[src/rtl/regs_ctrl.sv]
// Register file port controller: post-reset zero-fill of x1..x31, arbitration
// of the write port and read port B between pipeline writeback and an
// auxiliary requester, and write-to-read bypass around the registered,
// read-first register file array.
module regs_ctrl #(
  parameter int ADDR_W         = 5,
  parameter int DATA_W         = 32,
  parameter int CLEAR_ON_RESET = 1
) (
  input  logic              i_clk,
  input  logic              i_rst,
  input  logic              i_ce,
  input  logic [ADDR_W-1:0] i_rd_addr_a,
  input  logic [ADDR_W-1:0] i_rd_addr_b,
  output logic [DATA_W-1:0] o_dat_rd_a,
  output logic [DATA_W-1:0] o_dat_rd_b,
  input  logic              i_wb_we,
  input  logic [ADDR_W-1:0] i_wb_addr,
  input  logic [DATA_W-1:0] i_wb_dat,
  input  logic              i_aux_valid,
  input  logic              i_aux_we,
  input  logic [ADDR_W-1:0] i_aux_addr,
  input  logic [DATA_W-1:0] i_aux_dat,
  output logic              o_aux_ready,
  output logic              o_aux_done,
  output logic [DATA_W-1:0] o_aux_rdata,
  output logic              o_stall,
  output logic              o_rf_ce,
  output logic              o_rf_we,
  output logic [ADDR_W-1:0] o_rf_addr_wr,
  output logic [DATA_W-1:0] o_rf_dat_wr,
  output logic [ADDR_W-1:0] o_rf_addr_rd_a,
  output logic [ADDR_W-1:0] o_rf_addr_rd_b,
  input  logic [DATA_W-1:0] i_rf_dat_rd_a,
  input  logic [DATA_W-1:0] i_rf_dat_rd_b
);

  localparam logic [1:0] S_CLEAR   = 2'd0;
  localparam logic [1:0] S_IDLE    = 2'd1;
  localparam logic [1:0] S_AUX_ACK = 2'd2;

  localparam logic [1:0]        RST_STATE = (CLEAR_ON_RESET != 0) ? S_CLEAR : S_IDLE;
  localparam logic [ADDR_W-1:0] CNT_INIT  = {{(ADDR_W-1){1'b0}}, 1'b1};

  logic [1:0]        state;
  logic [1:0]        state_nxt;
  logic [ADDR_W-1:0] cnt;
  logic              weff;
  logic              z_a;
  logic              z_b;
  logic              hit_a;
  logic              hit_b;
  logic [DATA_W-1:0] byp;

  // Port A always follows the pipeline.
  assign o_rf_addr_rd_a = i_rd_addr_a;

  // Port steering and next-state selection.
  always_comb begin
    state_nxt      = state;
    o_stall        = 1'b1;
    o_aux_ready    = 1'b0;
    o_rf_ce        = 1'b0;
    o_rf_we        = 1'b0;
    o_rf_addr_wr   = i_wb_addr;
    o_rf_dat_wr    = i_wb_dat;
    o_rf_addr_rd_b = i_rd_addr_b;
    case (state)
      S_CLEAR: begin
        o_rf_ce      = 1'b1;
        o_rf_we      = 1'b1;
        o_rf_addr_wr = cnt;
        o_rf_dat_wr  = '0;
        if (cnt == '1) state_nxt = S_IDLE;
      end
      S_IDLE: begin
        o_stall     = 1'b0;
        o_aux_ready = i_aux_valid & ~i_ce;
        if (o_aux_ready) begin
          // Aux owns the array this cycle; the pipeline is frozen so
          // there is no writeback to collide with.
          state_nxt = S_AUX_ACK;
          o_rf_ce   = 1'b1;
          if (i_aux_we) begin
            o_rf_we      = 1'b1;
            o_rf_addr_wr = i_aux_addr;
            o_rf_dat_wr  = i_aux_dat;
          end else begin
            o_rf_addr_rd_b = i_aux_addr;
          end
        end else begin
          o_rf_ce = i_ce;
          o_rf_we = i_wb_we;
        end
      end
      S_AUX_ACK: begin
        // Enable the array so port B re-reads the pipeline address and the
        // pipeline sees its own data again once it resumes.
        o_rf_ce   = 1'b1;
        state_nxt = S_IDLE;
      end
      default: state_nxt = S_IDLE;
    endcase
  end

  assign weff        = o_rf_ce & o_rf_we & (o_rf_addr_wr != '0);
  assign o_aux_done  = (state == S_AUX_ACK);
  assign o_aux_rdata = o_dat_rd_b;

  assign o_dat_rd_a = z_a ? '0 : (hit_a ? byp : i_rf_dat_rd_a);
  assign o_dat_rd_b = z_b ? '0 : (hit_b ? byp : i_rf_dat_rd_b);

  // State register and zero-fill address counter.
  always_ff @(posedge i_clk or posedge i_rst) begin
    if (i_rst) begin
      state <= RST_STATE;
      cnt   <= CNT_INIT;
    end else begin
      state <= state_nxt;
      if (state == S_CLEAR) cnt <= cnt + 1'b1;
    end
  end

  // Bypass flags track the addresses actually presented to the array.
  always_ff @(posedge i_clk or posedge i_rst) begin
    if (i_rst) begin
      z_a   <= 1'b0;
      z_b   <= 1'b0;
      hit_a <= 1'b0;
      hit_b <= 1'b0;
      byp   <= '0;
    end else begin
      z_a   <= (o_rf_addr_rd_a == '0);
      z_b   <= (o_rf_addr_rd_b == '0);
      hit_a <= weff & (o_rf_addr_wr == o_rf_addr_rd_a);
      hit_b <= weff & (o_rf_addr_wr == o_rf_addr_rd_b);
      byp   <= o_rf_dat_wr;
    end
  end

endmodule

[config.mk]
export PLATFORM = sky130hd
export DESIGN_NAME = regs_ctrl
export DESIGN_NICKNAME = d
export VERILOG_FILES = /design/src/rtl/regs_ctrl.sv
export SDC_FILE = /design/constraint.sdc
export NUM_CORES = 1
export LEC_CHECK = 0
export CAP_MARGIN = 20
export CORE_AREA = 2 2 119 121
export CTS_BUF_LIST = sky130_fd_sc_hd__clkbuf_8
export CTS_CLUSTER_SIZE = 28
export DETAILED_ROUTE_END_ITERATION = 6
export DIE_AREA = 0 0 121 123
export PLACE_DENSITY = 0.67
export REMOVE_ABC_BUFFERS = 1
export SLEW_MARGIN = 20
export SYNTH_ARGS = -nofsm -noshare
export SYNTH_HDL_FRONTEND = slang
export SYNTH_SLANG_ARGS = --single-unit
[constraint.sdc]
create_clock -name i_clk -period 5.4 [get_ports i_clk]
set_input_delay 0.54 -clock i_clk [delete_from_list [all_inputs] [get_ports i_clk]]
set_output_delay 0.54 -clock i_clk [all_outputs]
set_load 0.01 [all_outputs]
==> flow_summary.toml, run 1 <==
[critical_path]
path_delay_family = "buffers and inverters"
slowest_stage = "clkdlybuf4s50_1"
crit_path_start = "i_aux_we"
reg2reg_slack_ns = 2.89
critPathBufInv = 3
worst_setup_path_end_kind = "primary output"
cp_cell_sequence = "clkdlybuf4s50_1 > nand3b_1 > nor2_2 > buf_4 > a22o_1 > clkdlybuf4s50_1"
cp_max_fo = 18
criticalPathCategory = "input pin to primary output"
cp_common_cell = "clkdlybuf4s50_1"
cp.arrival_ns = 3.25
start_kind = "input pin"
endpoint = "o_rf_dat_wr[24]"
r2r-end = "hit_b"
critPathMaxStageDelay_ns = 0.64
r2r-start = "state[1]"
crit_cells = 6
reg2reg_depth = 6
worstPathRequired_ns = 4.86

[timing]
setup_tns_ns = 0
setup_ws_ns = 1.61
worst-slew-pin-transition_ns = 1.05
setup_viol = 0
clock.fmax_mhz = 264
fin_crit_ns = 3.79
fin_crit_sh_pct = 70.1
skew_ns = 0.00978
finalHoldViolCount = 0
rsz0062_at_grt = "no"
report.final.slew_viol_count = 0
relSlewSlack_pct = 30.0

[yosys]
synth_ff_type = "dfrtp_1"
syn_inst = 385
synth_edf_count = 0
yosys.area.top_type_share_pct = 30.5
synth_area_leaders = "dfrtp_1 30%, mux2i_1 19%, a22o_1 10%"
synth.distinct_cells = 52
synth_common_cells = "77 x nor2_1, 64 x mux2i_1, 42 x dfrtp_1, 41 x a22o_1, 38 x buf_4"
synth.most_common_cell = "nor2_1"
ys_seq_elements = 43
async_flop_share_pct = 100
synth_warnings = 0
yosysSeqAreaShare_pct = 31.3
yosysTopAreaCell = "dfrtp_1"
syn_area_per_cell_um2 = 8.95
syn_area_um2 = 3450

[routing]
viasPerCell = 4.90
first_pass_iters = 4
wl_per_cell_um = 20.5
routed_wl_um = 16700
drc = 0
via_count = 3995
ant_nets = 0
dr.first_iter.drc_count = 209

[floorplan]
io_pins = 302
die_area_um2 = 14900
row_count = 43
initial_utilization_pct = 25.3
die_w_um = 121
coreArea_um2 = 13600
chipHeight_um = 123

[clock_tree]
insertion_delay_ns = 0.30
cts-root-buf = "clkbuf_8"
cts_buffer_depth = 2
holdBufCountCts = 0
cts_resized = 0
cts_setup_buffers = 0
cts.sinks = 43
path_clk_slew_ns = 0.08
h-tree-depth = 2
cts_made_buffers = 5
tritoncts = "yes"

[global_route]
grt_use_total_pct = 20.9
grt_max_degree = 44
grt_overflow_total = 0
grt_pass1_vias = 3950
antenna_found_initial = 1
grt_pass1_wl_um = 23700

[layout]
multi_input_area_um2 = 1940
drive_above_1_share_pct = 5.36
nets = 789
fill_cells = 1275
ff_latch_area_um2 = 1080
syn_to_final_growth_pct = 87.3

[placed_design]
place.gp.congestion = 0.908
dpl.hpwl_um = 13000
pre_cts_ws_ns = 1.57
portBuffers = 301

[pwr]
p_leak_nw = 2.54
vdd_drop_max_mv = 0.176
power_density_nw_per_um2 = 322

[outcome]
status = "finished clean"

[flow_run]
cap_viol_max_count = 0

[min_path]
hold_path.class = "flip-flop to flip-flop"
[per-stage QoR]
stage                     instances  area, um^2  hold slack, ns  utilization, %  power, mW
after floorplan                 321        3040           0.461               -       1.08
after global placement          806        6320           0.517            46.4       1.76
after detailed placement        806        6320           0.510            46.4       1.78
after CTS                       814        6450           0.526            47.4       2.09
after global routing            815        6460           0.564            47.4       2.19
final                           815        6460           0.529            47.4       2.08
[cell type report]
type                       instances  area share [%]
timing repair buffer             305            47.1
multi-input combinational        269            30.0
sequential                        43            16.7
tap                              180            3.49
clock buffer                       5            1.07
clock inverter                     3           0.988
inverter                           9           0.543
antenna                            1          0.0388
[logic make-up after synthesis]
family	count (synthesis)	share of synthesized area, %
fa+ha+maj	2	0.726
mux	65	18.9
compound gates	74	18.4
buf+inv	73	12.7
flops	43	31.3
simple gates	124	17.0
xor+xnor	4	1.02
[worst register-to-register path: stages, from the launching register on]
cell and delay [ns]:
dfrtp_1 0.80, nand4bb_2 0.35, inv_2 0.12, a32o_2 0.32, or2_4 0.25, o41ai_4 0.44, nor4_2 0.10
[sequential cells by signal, summed over array words and instances, names as in the netlist]
name,flops
byp,32
cnt,5
state,2
hit_a,1
hit_b,1
z_a,1
z_b,1
[worst min-delay path by stage]
stage,from,endpoint,slack (ns),cells past startpoint
floorplan,cnt[3],cnt[3],0.46,1
global placement,cnt[3],cnt[3],0.52,1
detailed placement,cnt[3],cnt[3],0.51,1
CTS,cnt[3],cnt[3],0.53,1
global route,cnt[0],cnt[0],0.56,1
finish,cnt[3],cnt[3],0.53,1
[placed cells by master (no fill, tap or decap), types with 2 or more instances in the layout]
cell type,instances
mux2i_1,64
or4_1,2
o22ai_1,3
o21ai_0,9
inv_1,7
a22o_1,41
nand3b_1,2
ha_1,2
o211a_1,3
nand3_1,4
inv_2,2
nor2_1,75
buf_4,4
nor2_2,3
dfrtp_1,40
o211ai_1,2
nor2b_1,3
a31o_2,2
clkbuf_8,5
a211oi_1,3
clkdlybuf4s50_1,301
nand2_1,13
o32ai_2,2
nor4_2,2
dfrtp_2,2
xnor2_1,3
or3_1,2
bufinv_16,2
nand2b_1,2
nor3_1,6
[report_power, final]
part / total [mW] / switching [mW] / internal (mW)
Sequential: 0.563 / 0.140 / 0.423
Clock: 0.309 / 0.125 / 0.183
Combinational: 1.21 / 0.536 / 0.672
[per-layer routing]
metal	share of wire (%)	vias to the layer above	global-route usage (%)
met5	0	-	0
met4	1.9	0	5.38
met3	7.9	18	5.03
met2	50	204	36.1
met1	40	1933	26.3
li1	-	1840	-
Power figures use the tool's default switching activity.
==> inputs of run 2 (changes only) <==
==> constraint.sdc (replaced) <==
create_clock -name i_clk -period 3.65 [get_ports i_clk]
set_input_delay 0.365 -clock i_clk [delete_from_list [all_inputs] [get_ports i_clk]]
set_output_delay 0.365 -clock i_clk [all_outputs]
set_load 0.01 [all_outputs]
==> run 2 against run 1 <==
Effect of this change:
- combinational power increased by 53%
- clock power grew 20%
- die area unchanged
- total power rose by 45%
- largest cell class unchanged
- largest power group unchanged
- highest routed layer unchanged
==> flow_summary.toml, run 2 (synthesized netlist as in run 1, its figures left out) <==
[timing]
skew_ns = 0.00523
clock.fmax_mhz = 320
setup_ws_ns = 0.524
setup_tns_ns = 0
setup_viol = 0
rsz0062_at_grt = "no"
report.final.slew_viol_count = 0
worst-slew-pin-transition_ns = 1.05
fin_crit_sh_pct = 85.6
fin_crit_ns = 3.13
finalHoldViolCount = 0
relSlewSlack_pct = 29.8

[floorplan]
coreArea_um2 = 13600
row_count = 43
chipHeight_um = 123
io_pins = 302
die_area_um2 = 14900
initial_utilization_pct = 25.3
die_w_um = 121

[layout]
final_cell_mix = "301 x clkdlybuf4s50_1, 75 x nor2_1, 64 x mux2i_1, 41 x a22o_1, 40 x dfrtp_1"
nets = 794
stdcell_area_um2 = 6460
layout_commonest_cell = "clkdlybuf4s50_1"
antennaDiodeCount = 0
top_regs = "byp (32), cnt (5), state (2)"
drive_above_1_share_pct = 5.96
syn_to_final_growth_pct = 87.4
fill_cells = 1307
top_register = "byp"
largest_reg_flops = 32
stdcell_count = 818

[routing]
dr.first_iter.drc_count = 204
first_pass_iters = 5
via_count = 4038
ant_nets = 0
drc = 0
wl_per_cell_um = 20.6
viasPerCell = 4.94
routed_wl_um = 16800

[clock_tree]
cts-root-buf = "clkbuf_8"
cts.sinks = 43
holdBufCountCts = 0
cts_made_buffers = 5
cts_setup_buffers = 0
insertion_delay_ns = 0.30
cts_resized = 0
h-tree-depth = 2
tritoncts = "yes"
cts_buffer_depth = 2
path_clk_slew_ns = 0.08

[pwr]
p_leak_nw = 2.55
vdd_drop_max_mv = 0.333
power.total_mw = 3.01
power_density_nw_per_um2 = 466

[critical_path]
cp.arrival_ns = 2.76
cp_max_fo = 19
worstPathRequired_ns = 3.28
criticalPathCategory = "input pin to primary output"
start_kind = "input pin"
worst_setup_path_end_kind = "primary output"
slowest_stage = "clkdlybuf4s50_1"
cp_cell_sequence = "clkdlybuf4s50_1 > and4bb_4 > nor2_2 > buf_4 > a22o_1 > clkdlybuf4s50_1"
cp_common_cell = "clkdlybuf4s50_1"
critPathMaxStageDelay_ns = 0.57

[flow_run]
cap_viol_max_count = 0

[placed_design]
pre_cts_ws_ns = 0.533
dpl_cell_area_um2 = 6360
place.gp.congestion = 0.951
placed_cells = 811
portBuffers = 301
dpl.hpwl_um = 13200

[min_path]
hold_path.class = "input pin to async pin"

[global_route]
grt_pass1_wl_um = 23900
grt_use_total_pct = 21.0
grt_overflow_total = 0
grt_max_degree = 44
grt_pass1_vias = 3926
antenna_found_initial = 0

[outcome]
status = "finished clean"
==> run 2: cell count changes in the layout (fill, tap and decap cells not counted), sizes merged <==
cell    delta
diode      -1
buf        +5
bufinv     -1
==> run 2: cell type report <==
cell class / instances / area [um^2] / area share [%]
timing repair buffer: 310 / 3080 / 47.7
sequential: 43 / 1080 / 16.7
inverter: 9 / 35.0 / 0.542
clock buffer: 5 / 68.8 / 1.07
tap: 180 / 225 / 3.49
multi-input combinational: 269 / 1940 / 30.0
clock inverter: 2 / 33.8 / 0.523
==> run 2: path summary, 6_finish.rpt <==
check,start,end,slack (ns),cells after the start
min in group i_clk,cnt[0],cnt[0],0.54,1
worst max register to register,state[0],z_b,1.37,6
worst min register to register,cnt[0],cnt[0],0.54,1
worst max-delay path,i_aux_we,o_rf_dat_wr[20],0.52,6
worst min-delay path,i_rst,byp[24],0.50,2
max in group asynchronous,i_rst,hit_a,2.58,2
==> run 2: layer usage <==
layer	up-vias	global-route usage (%)	routed length, um
met5	-	0	0
met4	0	4.65	279
met3	18	4.15	1180
met2	206	37.0	8390
met1	1966	26.5	6970
li1	1848	-	-
==> run 2: power breakdown <==
| group | switching (mW) | internal (mW) | leakage, nW |
|---|---|---|---|
| Combinational | 0.849 | 1.01 | 1.95 |
| Clock | 0.174 | 0.198 | 0.0554 |
| Sequential | 0.155 | 0.627 | 0.548 |
==> run 2: metrics by stage <==
| stage | hold WS, ns | utilization [%] |
|---|---|---|
| detailed placement | 0.519 | 46.7 |
| global placement | 0.512 | 46.7 |
| global route | 0.555 | 47.5 |
| floorplan | 0.431 | - |
| CTS | 0.539 | 47.5 |
| finish | 0.499 | 47.5 |
==> run 2: critical path, delay by kind of cell <==
kind / cells / cell delay, ns
buf+inv: 3 / 1.48
simple gates: 2 / 0.69
compound gates: 1 / 0.21
==> inputs of run 3 (changes only) <==
--- a/config.mk
+++ b/config.mk
@@ -12,7 +12,6 @@
 export DETAILED_ROUTE_END_ITERATION = 6
 export DIE_AREA = 0 0 121 123
 export PLACE_DENSITY = 0.67
-export REMOVE_ABC_BUFFERS = 1
 export SLEW_MARGIN = 20
 export SYNTH_ARGS = -nofsm -noshare
 export SYNTH_HDL_FRONTEND = slang
==> run 3 against run 2 <==
Effect of this change:
- cell area increased by 0.45%
- maximum frequency decreased by 3.6%
- highest routed layer unchanged
- total power grew 0.48%
- critical path depth is the same
- largest cell class unchanged
- largest power group unchanged
==> flow_summary.toml, run 3 (synthesized netlist as in run 1, its figures left out) <==
[timing]
setup_viol = 0
report.final.slew_viol_count = 0
rsz0062_at_grt = "no"
relSlewSlack_pct = 28.0
fin_crit_ns = 3.24
fin_crit_sh_pct = 88.8
clock.fmax_mhz = 308
skew_ns = 0.00836
setup_tns_ns = 0
whs_ns = 0.372
worst-slew-pin-transition_ns = 1.08
finalHoldViolCount = 0

[clock_tree]
cts_setup_buffers = 0
h-tree-depth = 2
cts-root-buf = "clkbuf_8"
cts_resized = 0
holdBufCountCts = 0
insertion_delay_ns = 0.31
tritoncts = "yes"
path_clk_slew_ns = 0.09
cts_made_buffers = 5
cts.sinks = 43
cts_buffer_depth = 2

[floorplan]
io_pins = 302
die_w_um = 121
die_area_um2 = 14900
row_count = 43
chipHeight_um = 123
coreArea_um2 = 13600
initial_utilization_pct = 25.3

[yosys]
syn_nets = 541

[pwr]
power.total_mw = 3.02
p_leak_nw = 2.56
power_density_nw_per_um2 = 466
vdd_drop_max_mv = 0.329

[routing]
drc = 0
viasPerCell = 4.83
ant_nets = 0
first_pass_iters = 5
wl_per_cell_um = 19.5
dr.first_iter.drc_count = 162
via_count = 3961
routed_wl_um = 16000

[placed_design]
place.gp.congestion = 0.907
portBuffers = 301
dpl_cell_area_um2 = 6360
dpl.hpwl_um = 12900

[layout]
antennaDiodeCount = 0
layout_commonest_cell = "clkdlybuf4s50_1"
nets = 795
largest_reg_flops = 32
syn_to_final_growth_pct = 88.3
top_register = "byp"
stdcell_area_um2 = 6490
drive_above_1_share_pct = 6.41
final_cell_mix = "301 x clkdlybuf4s50_1, 75 x nor2_1, 64 x mux2i_1, 41 x a22o_1, 40 x dfrtp_1"
top_regs = "byp (32), cnt (5), state (2)"

[critical_path]
reg2reg_slack_ns = 1.47
worst_setup_path_end_kind = "primary output"
criticalPathCategory = "input pin to primary output"
start_kind = "input pin"
cp_max_fo = 17
cp.arrival_ns = 2.88
worstPathRequired_ns = 3.28

[global_route]
grt_max_degree = 44
antenna_found_initial = 0
grt_overflow_total = 0
grt_pass1_vias = 4004
grt_use_total_pct = 20.4
grt_pass1_wl_um = 23400

[outcome]
status = "finished clean"

[flow_run]
cap_viol_max_count = 0

[min_path]
hold_path.class = "input pin to async pin"
-- run 3: layout make-up --
class,count,area (um^2)
Multi-Input combinational cell,269,1940
Clock buffer,5,68.8
Clock inverter,3,43.8
Sequential cell,43,1080
Timing Repair Buffer,311,3100
Fill cell,1273,7120
Inverter,9,33.8
Tap cell,180,225
-- run 3: power breakdown --
group / internal (mW) / total [mW] / switching, mW
combinational: 1.01 / 1.84 / 0.831
sequential: 0.627 / 0.801 / 0.174
clock: 0.204 / 0.382 / 0.178
total: 1.84 / 3.02 / 1.18
-- run 3: routing by layer --
layer	share of wire (%)	up-vias	routed length (um)	GRT usage (%)
met5	0	-	0	0
met4	0.98	0	156	3.92
met3	9.0	12	1440	4.84
met2	51	204	8140	36.9
met1	39	1898	6230	24.9
li1	-	1847	-	-
-- run 3: stage by stage --
| stage | setup slack (ns) | util [%] | cells |
|---|---|---|---|
| global route | 0.252 | 47.7 | 820 |
| floorplan | 1.69 | - | 385 |
| CTS | 0.391 | 47.5 | 819 |
| detailed placement | 0.395 | 46.7 | 811 |
| global placement | 0.481 | 46.7 | 811 |
| finish | 0.407 | 47.7 | 820 |
-- run 3: final timing paths --
path                          start              end  cells past startpoint
hold reg to reg              cnt[3]           cnt[3]                      1
max in group asynchronous     i_rst           byp[9]                      3
hold / removal                i_rst           cnt[2]                      2
min in group i_clk           cnt[3]           cnt[3]                      1
setup reg to reg           state[1]              z_b                      5
setup / recovery           i_aux_we  o_rf_dat_wr[22]                      6
-- run 3: critical path: stages --
cell	delay, ns
clkdlybuf4s50_1	0.57
and4bb_4	0.36
nor2_2	0.42
buf_4	0.35
a22o_1	0.22
clkdlybuf4s50_1	0.57
